**src/rtl/display_pkg.sv**
```systemverilog
// rtl/display_pkg.sv - shared types and constants for the display shift sequencer
package display_pkg;

  typedef enum logic {
    ST_IDLE = 1'b0,
    ST_RUN  = 1'b1
  } state_t;

  localparam logic DIR_RIGHT = 1'b0;
  localparam logic DIR_LEFT  = 1'b1;

  // One second per step at a 100 MHz system clock.
  localparam int DEFAULT_TICK_CNT = 100_000_000;

endpackage

```
**src/rtl/display_shift_sequencer_if.sv**
```systemverilog
// rtl/display_shift_sequencer_if.sv - control/status bundle between control FSM and sequencer
// Ports (via modports):
//   master: drives start, dir, loop_en, hold, abort; observes status and pulses
//   slave : observes controls; drives toggle, right, left, busy, done, step_idx
interface display_shift_sequencer_if #(
  parameter int STEP_W = 3
);
  logic              start;
  logic              dir;
  logic              loop_en;
  logic              hold;
  logic              abort;
  logic              toggle;
  logic              right;
  logic              left;
  logic              busy;
  logic              done;
  logic [STEP_W-1:0] step_idx;

  modport master (
    output start, dir, loop_en, hold, abort,
    input  toggle, right, left, busy, done, step_idx
  );

  modport slave (
    input  start, dir, loop_en, hold, abort,
    output toggle, right, left, busy, done, step_idx
  );
endinterface

```
**src/rtl/tick_counter.sv**
```systemverilog
// rtl/tick_counter.sv - per-step tick counter with terminal-count flag
// Ports:
//   clk, rstb : clock, synchronous active-low reset
//   clr       : force count to zero (takes precedence over counting)
//   en        : advance one tick this cycle
//   tc        : count is at TICK_CNT-1 while enabled; counter wraps to 0 on it
module tick_counter
  import display_pkg::*;
#(
  parameter int TICK_CNT = DEFAULT_TICK_CNT,
  parameter int CNT_W    = 27
) (
  input  logic clk,
  input  logic rstb,
  input  logic clr,
  input  logic en,
  output logic tc
);

  localparam logic [CNT_W-1:0] LAST_CNT = CNT_W'(TICK_CNT - 1);

  logic [CNT_W-1:0] count;

  // Gated by en so a held step never reports its terminal count.
  assign tc = en && (count == LAST_CNT);

  always_ff @(posedge clk) begin
    if (!rstb) begin
      count <= '0;
    end else if (clr || tc) begin
      count <= '0;
    end else if (en) begin
      count <= count + CNT_W'(1);
    end
  end

endmodule

```
**src/rtl/display_shift_sequencer.sv**
```systemverilog
// rtl/display_shift_sequencer.sv - timed multi-step shift sequencer with loop, hold and abort
// Ports:
//   clk, rstb : clock, synchronous active-low reset
//   bus       : slave side of display_shift_sequencer_if (controls in, status/pulses out)
module display_shift_sequencer
  import display_pkg::*;
#(
  parameter int NUM_STEPS = 4,
  parameter int TICK_CNT  = DEFAULT_TICK_CNT,
  parameter int CNT_W     = 27,
  parameter int STEP_W    = 3
) (
  input  logic                       clk,
  input  logic                       rstb,
  display_shift_sequencer_if.slave   bus
);

  localparam logic [STEP_W-1:0] LAST_STEP = STEP_W'(NUM_STEPS - 1);

  state_t            state, state_n;
  logic [STEP_W-1:0] step_q, step_n;
  logic              dir_q, dir_n;
  logic              right_q, right_n;
  logic              left_q, left_n;
  logic              done_q, done_n;

  logic tc;
  logic cnt_en;
  logic cnt_clr;

  // Counter sits at zero throughout IDLE, so every RUN entry starts a full step.
  assign cnt_en  = (state == ST_RUN) && !bus.hold;
  assign cnt_clr = (state == ST_IDLE) || bus.abort;

  tick_counter #(
    .TICK_CNT (TICK_CNT),
    .CNT_W    (CNT_W)
  ) u_tick_counter (
    .clk  (clk),
    .rstb (rstb),
    .clr  (cnt_clr),
    .en   (cnt_en),
    .tc   (tc)
  );

  always_ff @(posedge clk) begin
    if (!rstb) begin
      state   <= ST_IDLE;
      step_q  <= '0;
      dir_q   <= DIR_RIGHT;
      right_q <= 1'b0;
      left_q  <= 1'b0;
      done_q  <= 1'b0;
    end else begin
      state   <= state_n;
      step_q  <= step_n;
      dir_q   <= dir_n;
      right_q <= right_n;
      left_q  <= left_n;
      done_q  <= done_n;
    end
  end

  always_comb begin
    state_n = state;
    step_n  = step_q;
    dir_n   = dir_q;
    right_n = 1'b0;
    left_n  = 1'b0;
    done_n  = 1'b0;

    case (state)
      ST_IDLE: begin
        if (bus.start) begin
          state_n = ST_RUN;
          dir_n   = bus.dir;
          step_n  = '0;
        end
      end

      ST_RUN: begin
        if (bus.abort) begin
          // Abort wins even over a coincident terminal count: no pulses.
          state_n = ST_IDLE;
          step_n  = '0;
        end else if (tc) begin
          // tc is already gated by hold inside the counter.
          right_n = (dir_q == DIR_RIGHT);
          left_n  = (dir_q == DIR_LEFT);
          if (step_q != LAST_STEP) begin
            step_n = step_q + STEP_W'(1);
          end else if (bus.loop_en) begin
            step_n = '0;
          end else begin
            done_n  = 1'b1;
            state_n = ST_IDLE;
            step_n  = '0;
          end
        end
      end

      default: begin
        state_n = ST_IDLE;
        step_n  = '0;
      end
    endcase
  end

  // toggle/busy are decodes of the state flop, so they stay glitch-free and
  // fall on the same cycle as the final shift pulse.
  assign bus.toggle   = (state == ST_RUN);
  assign bus.busy     = (state != ST_IDLE);
  assign bus.right    = right_q;
  assign bus.left     = left_q;
  assign bus.done     = done_q;
  assign bus.step_idx = step_q;

endmodule

```
**src/flat_wrapper.sv**
```systemverilog
// flat-port wrapper written by rule: the top's interface ports become plain ports
module display_shift_sequencer_flat import display_pkg::*;
#(
  parameter int NUM_STEPS = 4,
  parameter int TICK_CNT  = DEFAULT_TICK_CNT,
  parameter int CNT_W     = 27,
  parameter int STEP_W    = 3
)
  (clk, rstb, bus_start, bus_dir, bus_loop_en, bus_hold, bus_abort, bus_toggle, bus_right, bus_left, bus_busy, bus_done, bus_step_idx);
  display_shift_sequencer_if #(.STEP_W(STEP_W)) bus_i ();
  input  logic clk;
  input  logic rstb;
  input wire logic [$bits(bus_i.start)-1:0] bus_start;
  input wire logic [$bits(bus_i.dir)-1:0] bus_dir;
  input wire logic [$bits(bus_i.loop_en)-1:0] bus_loop_en;
  input wire logic [$bits(bus_i.hold)-1:0] bus_hold;
  input wire logic [$bits(bus_i.abort)-1:0] bus_abort;
  output wire logic [$bits(bus_i.toggle)-1:0] bus_toggle;
  output wire logic [$bits(bus_i.right)-1:0] bus_right;
  output wire logic [$bits(bus_i.left)-1:0] bus_left;
  output wire logic [$bits(bus_i.busy)-1:0] bus_busy;
  output wire logic [$bits(bus_i.done)-1:0] bus_done;
  output wire logic [$bits(bus_i.step_idx)-1:0] bus_step_idx;
  assign bus_i.start = bus_start;
  assign bus_i.dir = bus_dir;
  assign bus_i.loop_en = bus_loop_en;
  assign bus_i.hold = bus_hold;
  assign bus_i.abort = bus_abort;
  assign bus_toggle = bus_i.toggle;
  assign bus_right = bus_i.right;
  assign bus_left = bus_i.left;
  assign bus_busy = bus_i.busy;
  assign bus_done = bus_i.done;
  assign bus_step_idx = bus_i.step_idx;
  display_shift_sequencer #(.NUM_STEPS(NUM_STEPS), .TICK_CNT(TICK_CNT), .CNT_W(CNT_W), .STEP_W(STEP_W)) u_core (.clk(clk), .rstb(rstb), .bus(bus_i));
endmodule
```
**config.mk**
```make
export PLATFORM = sky130hd
export DESIGN_NAME = display_shift_sequencer_flat
export DESIGN_NICKNAME = d
export VERILOG_FILES = /design/src/rtl/display_pkg.sv /design/src/rtl/display_shift_sequencer_if.sv /design/src/rtl/tick_counter.sv /design/src/rtl/display_shift_sequencer.sv /design/src/flat_wrapper.sv
export SDC_FILE = /design/constraint.sdc
export NUM_CORES = 1
export LEC_CHECK = 0
export ABC_AREA = 1
export BUFFER_PORTS_ARGS = -buffer_cell sky130_fd_sc_hd__buf_2
export CAP_MARGIN = 20
export CORE_MARGIN = 2
export CORE_UTILIZATION = 56
export CTS_BUF_LIST = sky130_fd_sc_hd__clkbuf_4 sky130_fd_sc_hd__clkbuf_8
export DETAILED_ROUTE_END_ITERATION = 12
export PLACE_DENSITY = 0.78
export SETUP_SLACK_MARGIN = 0.5
export SYNTH_ARGS = -nofsm -noshare
export SYNTH_HDL_FRONTEND = slang
export SYNTH_SLANG_ARGS = --single-unit
```
**constraint.sdc**
```tcl
create_clock -name clk -period 1.4 [get_ports clk]
set_input_delay 0.42 -clock clk [delete_from_list [all_inputs] [get_ports clk]]
set_output_delay 0.42 -clock clk [all_outputs]
set_load 0.05 [all_outputs]
```
==> impl_results.md, run 1 <==
* Top post-synthesis cells by area: dfxtp_1, nand2_1, nor2_1, inv_1, nand3_1
* Synth Cell Area at between 1500 and 2000 µm²
* Failing checks: negative setup slack
* Critical path required time at between 1.5 and 2 ns
* Post-synth top area share at between 30% and 40%
* Min-Delay Path Class: primary input to flip-flop
* CTS hold repair buffers at 0
* Distinct cells, synth at 31
* Minimum clock period at between 1 and 1.5 ns
* Grt ovf at 0
* Hold Path Origin: bus_loop_en
* YS warnings at 0
* Final cell count without fillers at approximately 390
* Worst reg-to-reg path cell count at 9
* Worst skew pair latency at 0.37 ns
* Hold WS at approximately 0.31 ns
* IO Pins at 15
* Layout Nets at approximately 350
* Unrepaired setup endpoints after global routing: yes
* Final Hold Viols at 0
* Synthesized flop and latch total at 35
* Die extent in x at 62.0 µm
* First-pass GRT wire length at 7.46 mm
* Vias per inst at ~5.4
* Crit start category: flip-flop
* Site row count at 21
* Clock Root Buffer: clkbuf_4
* Crit-path slowest cell: dfxtp_4
* Tightest Pin Transition at about 0.29 ns
* Status: finished, violations left
* Antenna violations before repair at 0
* Max Freq at between 0.6 and 0.7 GHz
* CTS tree: done
* Final number of setup-violating endpoints at 31
* Htree depth at 2
* # DRC at 0
* CP bufs+invs at 2
* R2r endpoint: u_core.u_tick_counter.count[14]$_SDFFE_PP0P_
* Bufs on Longest Clock Path at 2
* Detailed Routing Iterations Pass 1 at 5
* Worst setup path class: flip-flop to flip-flop
* Detail Route Antenna Nets at 0
* Share of layout cells above drive strength 1 at between 40% and 50%
* Vias at approximately 2,100
* Core Box Area at around 3300 µm²
* CP max stage delay at just under 0.4 ns
* Flop-to-flop setup slack at -0.07 ns
* Crit share post-route at 105%
* Num Clock Sinks at 35
* GRT Total Usage at between 20% and 30%
* IO buf count at 14
* Initial core utilization at 57.4%
* Synth area leader: dfxtp_1
* Setup Skew at between 0.03 and 0.04 ns
* Syn Inst Count at between 200 and 300
* Total CTS buffers at 5
* Post-DP HPWL at 3.24 mm
* Pwr per Cell Area at roughly 680 nW/µm²
* Final Util at roughly 85%
* # placed instances at between 300 and 400
* Max_cap viols at 0
* Final Power at around 0.0019 W
* Routability congestion estimate at about 0.88
* Seq/Total Area, Yosys at 37.2%
* Total wire length at slightly below 6 mm
* Number of DRC markers in iteration 0 at around 200
* Vias in the first global route at 1,752
* Die H at ~62 µm
* Hold Crit Depth at 3
* Final WS setup at -0.0724 ns
* Syn Nets at approximately 290
* Final Instance Area at 2790 µm²
* CP Max Fanout at 7
* Lkg Pwr at between 1 and 1.5 nW
* CP endpoint kind: flip-flop
* Syn avg cell area at between 6 and 7 µm²
* DP Area at 2330 µm²
* Largest net degree at the start of global routing at 11
* Max-slew headroom at 80.8%
* Clock-pin slew on the worst setup and hold paths at 0.13 ns
* Antenna diode count at 0
* Fill cells at 175
* Critical-path cell list: ha_4 -> nand3_4 -> inv_4 -> nand2_4 -> nor2_4 -> nand2_4 -> nand3_4 -> buf_6 -> nor2_1
* Die area at between 3000 and 4000 µm²
* Worst-case vdd ir drop at 0.000602 V
* R2R Path Start: u_core.u_tick_counter.count[1]$_SDFFE_PP0P_
* Worst Path Arrival at 1.71 ns
* Pins Over Slew Limit at 0
* Top Family by Delay on Critical Path: simple AND/OR/NAND/NOR gates
* Layout area overhead at 48.1%
* DR WL/cell at between 15 and 20 µm
* Hold worst-path end: u_core.bus.done$_SDFF_PP0_
Yosys cell counts (all sizes together):
master,n
a21oi,11
a31o,2
a31oi,1
and2,1
buf,3
dfxtp,35
ha,2
inv,37
nand2,71
nand3,24
nand3b,1
nand4,6
nor2,59
nor3,11
nor3b,1
o21ai,3
o21bai,1
or2,1
xnor2,1
xor2,5
worst max-delay path by stage:
stage / start / end / slack, ns / depth (start not counted)
6_report: u_core.u_tick_counter.count[1]$_SDFFE_PP0P_ / u_core.u_tick_counter.count[14]$_SDFFE_PP0P_ / -0.07 / 9
5_1_grt: u_core.u_tick_counter.count[1]$_SDFFE_PP0P_ / u_core.u_tick_counter.count[14]$_SDFFE_PP0P_ / -0.15 / 9
4_1_cts: u_core.u_tick_counter.count[1]$_SDFFE_PP0P_ / u_core.u_tick_counter.count[13]$_SDFFE_PP0P_ / 0.02 / 9
3_5_place_dp: bus_hold / u_core.u_tick_counter.count[3]$_SDFFE_PP0P_ / -0.11 / 8
3_3_place_gp: bus_hold / u_core.u_tick_counter.count[9]$_SDFFE_PP0P_ / -0.08 / 9
2_1_floorplan: u_core.bus.busy$_SDFF_PN0_ / u_core.u_tick_counter.count[25]$_SDFFE_PP0P_ / 0.04 / 9
layout make-up:
cell class	instances	area, µm²	share of cell area (%)
multi-input cells	201	1300	46.4
flip-flops and latches	35	733	26.3
repair buffers	58	499	17.9
clock buffers	7	52.6	1.88
inverters	37	149	5.33
clock inverters	1	5.00	0.179
well taps	46	57.6	2.06
worst register-to-register path: cells and delay by family, from the launching register on:
kind | cells | cell delay, ns
fa+ha+maj | 1 | 0.16
buf+inv | 2 | 0.24
flops | 1 | 0.39
simple gates | 6 | 0.56
per-layer routing:
layer  vias to the layer above  part of all wire (%)  track usage, %
li1                        994                     -               -
met1                       971                    40            30.6
met2                        91                    51            47.2
met3                        28                   5.7            6.63
met4                         0                   3.8            11.2
met5                         -                     0               0
placed cells by master (no fill, tap or decap), drive strengths merged, types with 3 or more instances in the layout:
cell type | synthesis | layout
nor3 | 11 | 11
clkbuf | 0 | 7
buf | 3 | 58
nor2 | 59 | 59
inv | 37 | 37
xor2 | 5 | 5
o21ai | 3 | 3
nand3 | 24 | 24
nand2 | 71 | 71
nand4 | 6 | 6
dfxtp | 35 | 35
a21oi | 11 | 11
timing repair:
| item | 4_1_cts | 5_1_grt |
|---|---|---|
| pin swaps | 9 | 8 |
| setup endpoints to repair | 42 | 43 |
| resized for setup | 46 | 50 |
| setup buffers | 4 | 4 |
power breakdown:
part / internal [W] / switching (W)
registers: 0.00100 / 0.0000219
clock network: 0.000234 / 0.000364
logic: 0.000114 / 0.000170
logic make-up (layout without fill, tap and decap cells):
family / after synthesis / in the layout / synth area share (%)
buffers and inverters: 40 / 103 / 8.76
AO/OA/AOI/OAI: 18 / 18 / 5.38
XOR/XNOR: 6 / 6 / 2.79
adder cells (fa/ha/maj): 2 / 2 / 1.33
AND/OR/NAND/NOR: 175 / 175 / 44.6
flip-flops: 35 / 35 / 37.2
sequential cells by signal, indices dropped and copies added, names as in the netlist:
register / cells
u_core.bus.left: 1
u_core.dir_q: 1
u_core.bus.step_idx: 3
u_core.u_tick_counter.count: 27
u_core.bus.done: 1
u_core.bus.right: 1
u_core.bus.busy: 1
per-stage QoR:
| stage | TNS (ns) | setup WS, ns |
|---|---|---|
| finish | -1.45 | -0.0724 |
| detailed placement | -2.48 | -0.107 |
| CTS | 0 | 0.0161 |
| floorplan | 0 | 0.0405 |
| global route | -3.78 | -0.146 |
| global placement | -1.64 | -0.0755 |
Power figures use the tool's default switching activity.
==> run 2, diff against run 1 <==
--- a/config.mk
+++ b/config.mk
@@ -6,7 +6,7 @@
 export NUM_CORES = 1
 export LEC_CHECK = 0
 export ABC_AREA = 1
-export BUFFER_PORTS_ARGS = -buffer_cell sky130_fd_sc_hd__buf_2
+export BUFFER_PORTS_ARGS = -buffer_cell sky130_fd_sc_hd__buf_4
 export CAP_MARGIN = 20
 export CORE_MARGIN = 2
 export CORE_UTILIZATION = 56
==> impl_results.md, run 2 (synthesis gave the netlist of run 1 again) <==
* Pins Over Slew Limit at 0
* Critical-path cell list: inv_6 -> nor2_8 -> nand3_4 -> nor2_8 -> nand2_4 -> nor2_4 -> nand3_2 -> nand2_1 -> nor2_1
* Final TNS setup at -1.91 ns
* Commonest non-fill, non-tap cell in the layout: nand2_1
* Num Clock Sinks at 35
* R2r endpoint: u_core.u_tick_counter.count[19]$_SDFFE_PP0P_
* Hold Path Origin: bus_dir
* Most frequent cells in the layout: nand2_1, buf_4, nor2_1, inv_1, dfxtp_1
* GRT Total Usage at approximately 28%
* Critical path startpoint: u_core.bus.busy$_SDFF_PN0_
* Flip-flop and latch area at roughly 730 µm²
* Hold Crit Depth at 3
* Antenna violations before repair at 0
* Tightest Pin Transition at between 0.2 and 0.3 ns
* Worst reg-to-reg path cell count at 9
* CP max stage delay at around 0.43 ns
* CP bufs+invs at 1
* Total wire length at approximately 5.6 mm
* Htree depth at 2
* Flop-to-flop setup slack at -0.10 ns
* Total CTS buffers at 5
* Fill cells at between 150 and 200
* Unrepaired setup endpoints after global routing: yes
* Vias in the first global route at 1,816
* Final WS setup at -0.105 ns
* Clock Root Buffer: clkbuf_4
* Layout area overhead at 49.3%
* Bufs on Longest Clock Path at 2
* CP Max Fanout at 7
* Core Box Area at about 3300 µm²
* Die area at slightly below 4000 µm²
* Critical path required time at 1.64 ns
* Final Hold Viols at 0
* Critical Path Most Common Cell: nor2_8
* Lkg Pwr at approximately 1.2 nW
* Worst-case vdd ir drop at 0.000614 V
* Largest net degree at the start of global routing at 11
* Area of the multi-input gates at 1260 µm²
* Worst skew pair latency at 0.36 ns
* Site row count at 21
* Max FFs per register at 27
* Final Instance Area at roughly 2800 µm²
* Clock-pin slew on the worst setup and hold paths at 0.12 ns
* CTS tree: done
* Most flops, register: u_core.u_tick_counter.count
* Worst Path Arrival at approximately 1.8 ns
* Minimum clock period at 1.50 ns
* Max-slew headroom at between 80% and 90%
* Status: finished, violations left
* Top Family by Delay on Critical Path: simple AND/OR/NAND/NOR gates
* IO Pins at 15
* Hold worst-path end: u_core.dir_q$_SDFFE_PN0P_
* Post-DP HPWL at ~3.3 mm
* # DRC at 0
* IO buf count at 14
* Routability congestion estimate at ~0.95
* Failing checks: negative setup slack
* Vias at around 2,000
* CP endpoint kind: flip-flop
* DP Area at between 2000 and 2500 µm²
* Final number of setup-violating endpoints at 32
* Worst setup path class: flip-flop to flip-flop
* First-pass GRT wire length at about 7.8 mm
* Die H at a little over 60 µm
* Crit start category: flip-flop
* Grt ovf at 0
* CTS hold repair buffers at 0
* Pwr per Cell Area at 672 nW/µm²
* Detail Route Antenna Nets at 0
* Initial core utilization at between 50% and 60%
* Detailed Routing Iterations Pass 1 at 4
* Layout Nets at about 350
* Min-Delay Path Class: primary input to flip-flop
* Vias per inst at ~5.3
* Crit share post-route at 107%
* DR WL/cell at 14.4 µm
* Number of DRC markers in iteration 0 at between 150 and 200
* R2R Path Start: u_core.bus.busy$_SDFF_PN0_
* Share of layout cells above drive strength 1 at between 40 and 50%
* Setup Skew at about 0.023 ns
* Antenna diode count at 0
* Max_cap viols at 0
* Max Freq at between 0.6 and 0.7 GHz
* Crit-path slowest cell: dfxtp_4
* Die extent in x at about 62 µm
[run 2: cell count changes in the layout (fill, tap and decap cells not counted), moves of 3 or more]
cell	change
nand3_2	+5
nor2_1	+4
buf_4	+9
buf_2	-6
nand2_2	-4
nand3_1	-3
buf_6	+5
inv_2	-3
nand2_1	+3
inv_1	+3
nor2_4	-5
[run 2: worst min-delay path, delay by kind of cell]
kind	cells	cell delay, ns
buffers and inverters	1	0.08
AND/OR/NAND/NOR	2	0.13
[run 2: power by group]
| group | switching (W) | internal [W] | total, W |
|---|---|---|---|
| Sequential | 0.0000227 | 0.00101 | 0.00103 |
| Clock | 0.000345 | 0.000258 | 0.000603 |
| Combinational | 0.000153 | 0.000107 | 0.000260 |
| Total | 0.000521 | 0.00137 | 0.00189 |
[run 2: area by class of cell]
cell class              instances  share of cell area (%)
inverters                      37                    5.29
flip-flops and latches         35                    25.9
well taps                      46                    2.04
multi-input cells             201                    44.6
repair buffers                 64                    20.0
clock buffers                   8                    2.13
[run 2: how the worst max path moves through the flow]
stage,end,slack [ns],cells after the start
6_report,u_core.u_tick_counter.count[19]$_SDFFE_PP0P_,-0.10,9
5_1_grt,u_core.u_tick_counter.count[19]$_SDFFE_PP0P_,-0.19,9
4_1_cts,u_core.u_tick_counter.count[19]$_SDFFE_PP0P_,-0.03,10
3_5_place_dp,u_core.u_tick_counter.count[3]$_SDFFE_PP0P_,-0.12,8
3_3_place_gp,u_core.u_tick_counter.count[9]$_SDFFE_PP0P_,-0.08,9
2_1_floorplan,u_core.u_tick_counter.count[25]$_SDFFE_PP0P_,0.04,9
[run 2: stage by stage]
stage	total power [W]	util (%)	cells	setup slack, ns	hold WS, ns
floorplan	0.00118	-	276	0.0405	0.399
global placement	0.00124	73.3	374	-0.0837	0.415
detailed placement	0.00124	73.3	374	-0.121	0.427
CTS	0.00183	82.8	387	-0.0302	0.334
global route	0.00196	85.7	391	-0.186	0.308
finish	0.00189	85.7	391	-0.105	0.298
[run 2: routing by layer]
layer  wire (µm)  global-route usage [%]  vias to the layer above  share of wire [%]
met3         239                    6.00                       28                4.2
met4         263                    16.7                        0                4.7
li1            -                       -                     1010                  -
met2        2850                    49.0                       70                 51
met5           0                       0                        -                  0
met1        2270                    31.6                      949                 40
[run 2: what timing repair did]
item | 4_1_cts | 5_1_grt
buffers inserted | 5 | 4
resized for setup | 55 | 19
pin swaps | 18 | 8
endpoints found under the setup margin | 42 | 42
==> run 3, diff against run 2 <==
--- a/config.mk
+++ b/config.mk
@@ -9,10 +9,10 @@
 export BUFFER_PORTS_ARGS = -buffer_cell sky130_fd_sc_hd__buf_4
 export CAP_MARGIN = 20
 export CORE_MARGIN = 2
-export CORE_UTILIZATION = 56
+export CORE_UTILIZATION = 60
 export CTS_BUF_LIST = sky130_fd_sc_hd__clkbuf_4 sky130_fd_sc_hd__clkbuf_8
 export DETAILED_ROUTE_END_ITERATION = 12
-export PLACE_DENSITY = 0.78
+export PLACE_DENSITY = 0.8
 export SETUP_SLACK_MARGIN = 0.5
 export SYNTH_ARGS = -nofsm -noshare
 export SYNTH_HDL_FRONTEND = slang
==> constraint.sdc (replaced) <==
create_clock -name clk -period 1.6 [get_ports clk]
set_input_delay 0.48 -clock clk [delete_from_list [all_inputs] [get_ports clk]]
set_output_delay 0.48 -clock clk [all_outputs]
set_load 0.05 [all_outputs]
==> impl_results.md, run 3 (synthesis gave the netlist of run 1 again) <==
* Total CTS buffers at 5
* Max_cap viols at 0
* CP max stage delay at about 0.4 ns
* Share of layout cells above drive strength 1 at between 30% and 40%
* Routability congestion estimate at approximately 0.82
* R2R Path Start: u_core.bus.busy$_SDFF_PN0_
* Detail Route Antenna Nets at 0
* Worst-case vdd ir drop at about 0.00053 V
* Worst setup path class: flip-flop to flip-flop
* Antenna violations before repair at 0
* GRT Total Usage at about 27%
* Layout Nets at ~320
* Pwr per Cell Area at about 630 nW/µm²
* Htree depth at 2
* Hold Path Origin: bus_dir
* Worst reg-to-reg path cell count at 9
* Hold WS at 0.383 ns
* Site row count at 20
* Die H at between 60 and 70 µm
* Number of DRC markers in iteration 0 at between 100 and 150
* Area of the multi-input gates at around 1200 µm²
* First-pass GRT wire length at between 7 and 8 mm
* Antenna diode count at 0
* IO Pins at 15
* Critical path required time at 1.83 ns
* Max Freq at around 0.7 GHz
* Top Family by Delay on Critical Path: simple AND/OR/NAND/NOR gates
* Post-DP HPWL at approximately 2.9 mm
* Commonest non-fill, non-tap cell in the layout: nand2_1
* Max-slew headroom at between 80% and 90%
* IO buf count at 14
* CP endpoint kind: flip-flop
* CP bufs+invs at 1
* Flop-to-flop setup slack at between 0.15 and 0.2 ns
* Final Util at 82.4%
* Worst Path Arrival at 1.66 ns
* Worst skew pair latency at between 0.3 and 0.4 ns
* Final TNS setup at 0 ns
* Minimum clock period at roughly 1.4 ns
* Status: finished, final reports clean
* Vias at approximately 1,900
* Unrepaired setup endpoints after global routing: yes
* DR WL/cell at ~13 µm
* Layout area overhead at 32.4%
* Hold worst-path end: u_core.dir_q$_SDFFE_PN0P_
* Num Clock Sinks at 35
* Die area at about 3600 µm²
* Crit share post-route at around nine tenths
* Crit start category: flip-flop
* Critical Path Most Common Cell: nand2_4
* Grt ovf at 0
* Detailed Routing Iterations Pass 1 at 4
* Die extent in x at 60.1 µm
* Most frequent cells in the layout: nand2_1, nor2_1, inv_1, buf_4
* Core Box Area at 3030 µm²
* Vias in the first global route at roughly 1,700
* Final Hold Viols at 0
* Crit-path slowest cell: dfxtp_4
* Pins Over Slew Limit at 0
* Most flops, register: u_core.u_tick_counter.count
* Flip-flop and latch area at ~740 µm²
* Tightest Pin Transition at 0.258 ns
* Clock-pin slew on the worst setup and hold paths at roughly 0.09 ns
* Min-Delay Path Class: primary input to flip-flop
* Bufs on Longest Clock Path at 2
* Fill cells at between 150 and 200
* CTS tree: done
* CP Max Fanout at 5
* Final number of setup-violating endpoints at 0
* Initial core utilization at between 60% and 70%
* Setup Skew at between 0.01 and 0.015 ns
* Clock Root Buffer: clkbuf_4
* Max FFs per register at 27
* Vias per inst at between 5 and 6
* Largest net degree at the start of global routing at 13
* # DRC at 0
* Hold Crit Depth at 3
* CTS hold repair buffers at 0
* R2r endpoint: u_core.bus.step_idx[0]$_SDFFE_PN0P_
* Total wire length at 4.50 mm
* Lkg Pwr at 1.01 nW
* Critical-path cell list: inv_4 -> nor2_8 -> nand3_1 -> nor2_4 -> nand2_4 -> nand2_4 -> nand3_2 -> nand2_1 -> nor2_1
-- run 3: worst max-delay path by stage --
stage	startpoint	to	depth (start not counted)	slack, ns
floorplan	u_core.bus.busy$_SDFF_PN0_	u_core.u_tick_counter.count[25]$_SDFFE_PP0P_	9	0.24
global placement	bus_hold	u_core.u_tick_counter.count[26]$_SDFFE_PP0P_	9	0.04
detailed placement	bus_hold	u_core.u_tick_counter.count[3]$_SDFFE_PP0P_	8	0.02
CTS	u_core.u_tick_counter.count[1]$_SDFFE_PP0P_	u_core.u_tick_counter.count[26]$_SDFFE_PP0P_	10	0.19
global route	u_core.u_tick_counter.count[10]$_SDFFE_PP0P_	u_core.u_tick_counter.count[25]$_SDFFE_PP0P_	8	0.08
finish	u_core.bus.busy$_SDFF_PN0_	u_core.bus.step_idx[0]$_SDFFE_PN0P_	9	0.17
-- run 3: through the flow --
stage / std cells / total power, W / worst slack, ns / cell area [µm²]
3_5_place_dp: 341 / 0.00108 / 0.0178 / 2180
3_3_place_gp: 341 / 0.00108 / 0.0404 / 2180
6_report: 358 / 0.00158 / 0.171 / 2500
4_1_cts: 354 / 0.00159 / 0.192 / 2420
2_1_floorplan: 276 / 0.00103 / 0.240 / 1960
5_1_grt: 358 / 0.00163 / 0.0771 / 2500
-- run 3: layout make-up --
cell class | count | area share [%]
Clock buffer | 7 | 2.11
Inverter | 37 | 5.96
Multi-Input combinational cell | 201 | 47.3
Sequential cell | 35 | 29.6
Tap cell | 44 | 2.21
Timing Repair Buffer | 34 | 12.8
-- run 3: what timing repair did --
| action | in CTS | in global routing |
|---|---|---|
| gates resized for setup | 40 | 20 |
| setup buffers | 6 | 4 |
| endpoints found under the setup margin | 42 | 42 |
| hold endpoints to repair | 0 | 0 |
| pin swaps | 9 | 6 |
-- run 3: report_power, final --
| part | internal [W] | switching [W] | total (W) |
|---|---|---|---|
| Combinational | 0.0000798 | 0.000124 | 0.000204 |
| Sequential | 0.000879 | 0.0000188 | 0.000898 |
| Clock | 0.000199 | 0.000281 | 0.000481 |
-- run 3: metal layers --
layer	vias up	share of wire [%]	GRT usage (%)
met5	-	0	0
met4	0	1.8	11.4
met3	8	4.6	4.98
met2	41	50	44.4
met1	865	44	34.9
li1	943	-	-
-- run 3: worst min-delay path, stage by stage --
cell	delay (ns)
buf_4	0.08
nor3_1	0.04
nor2_1	0.09
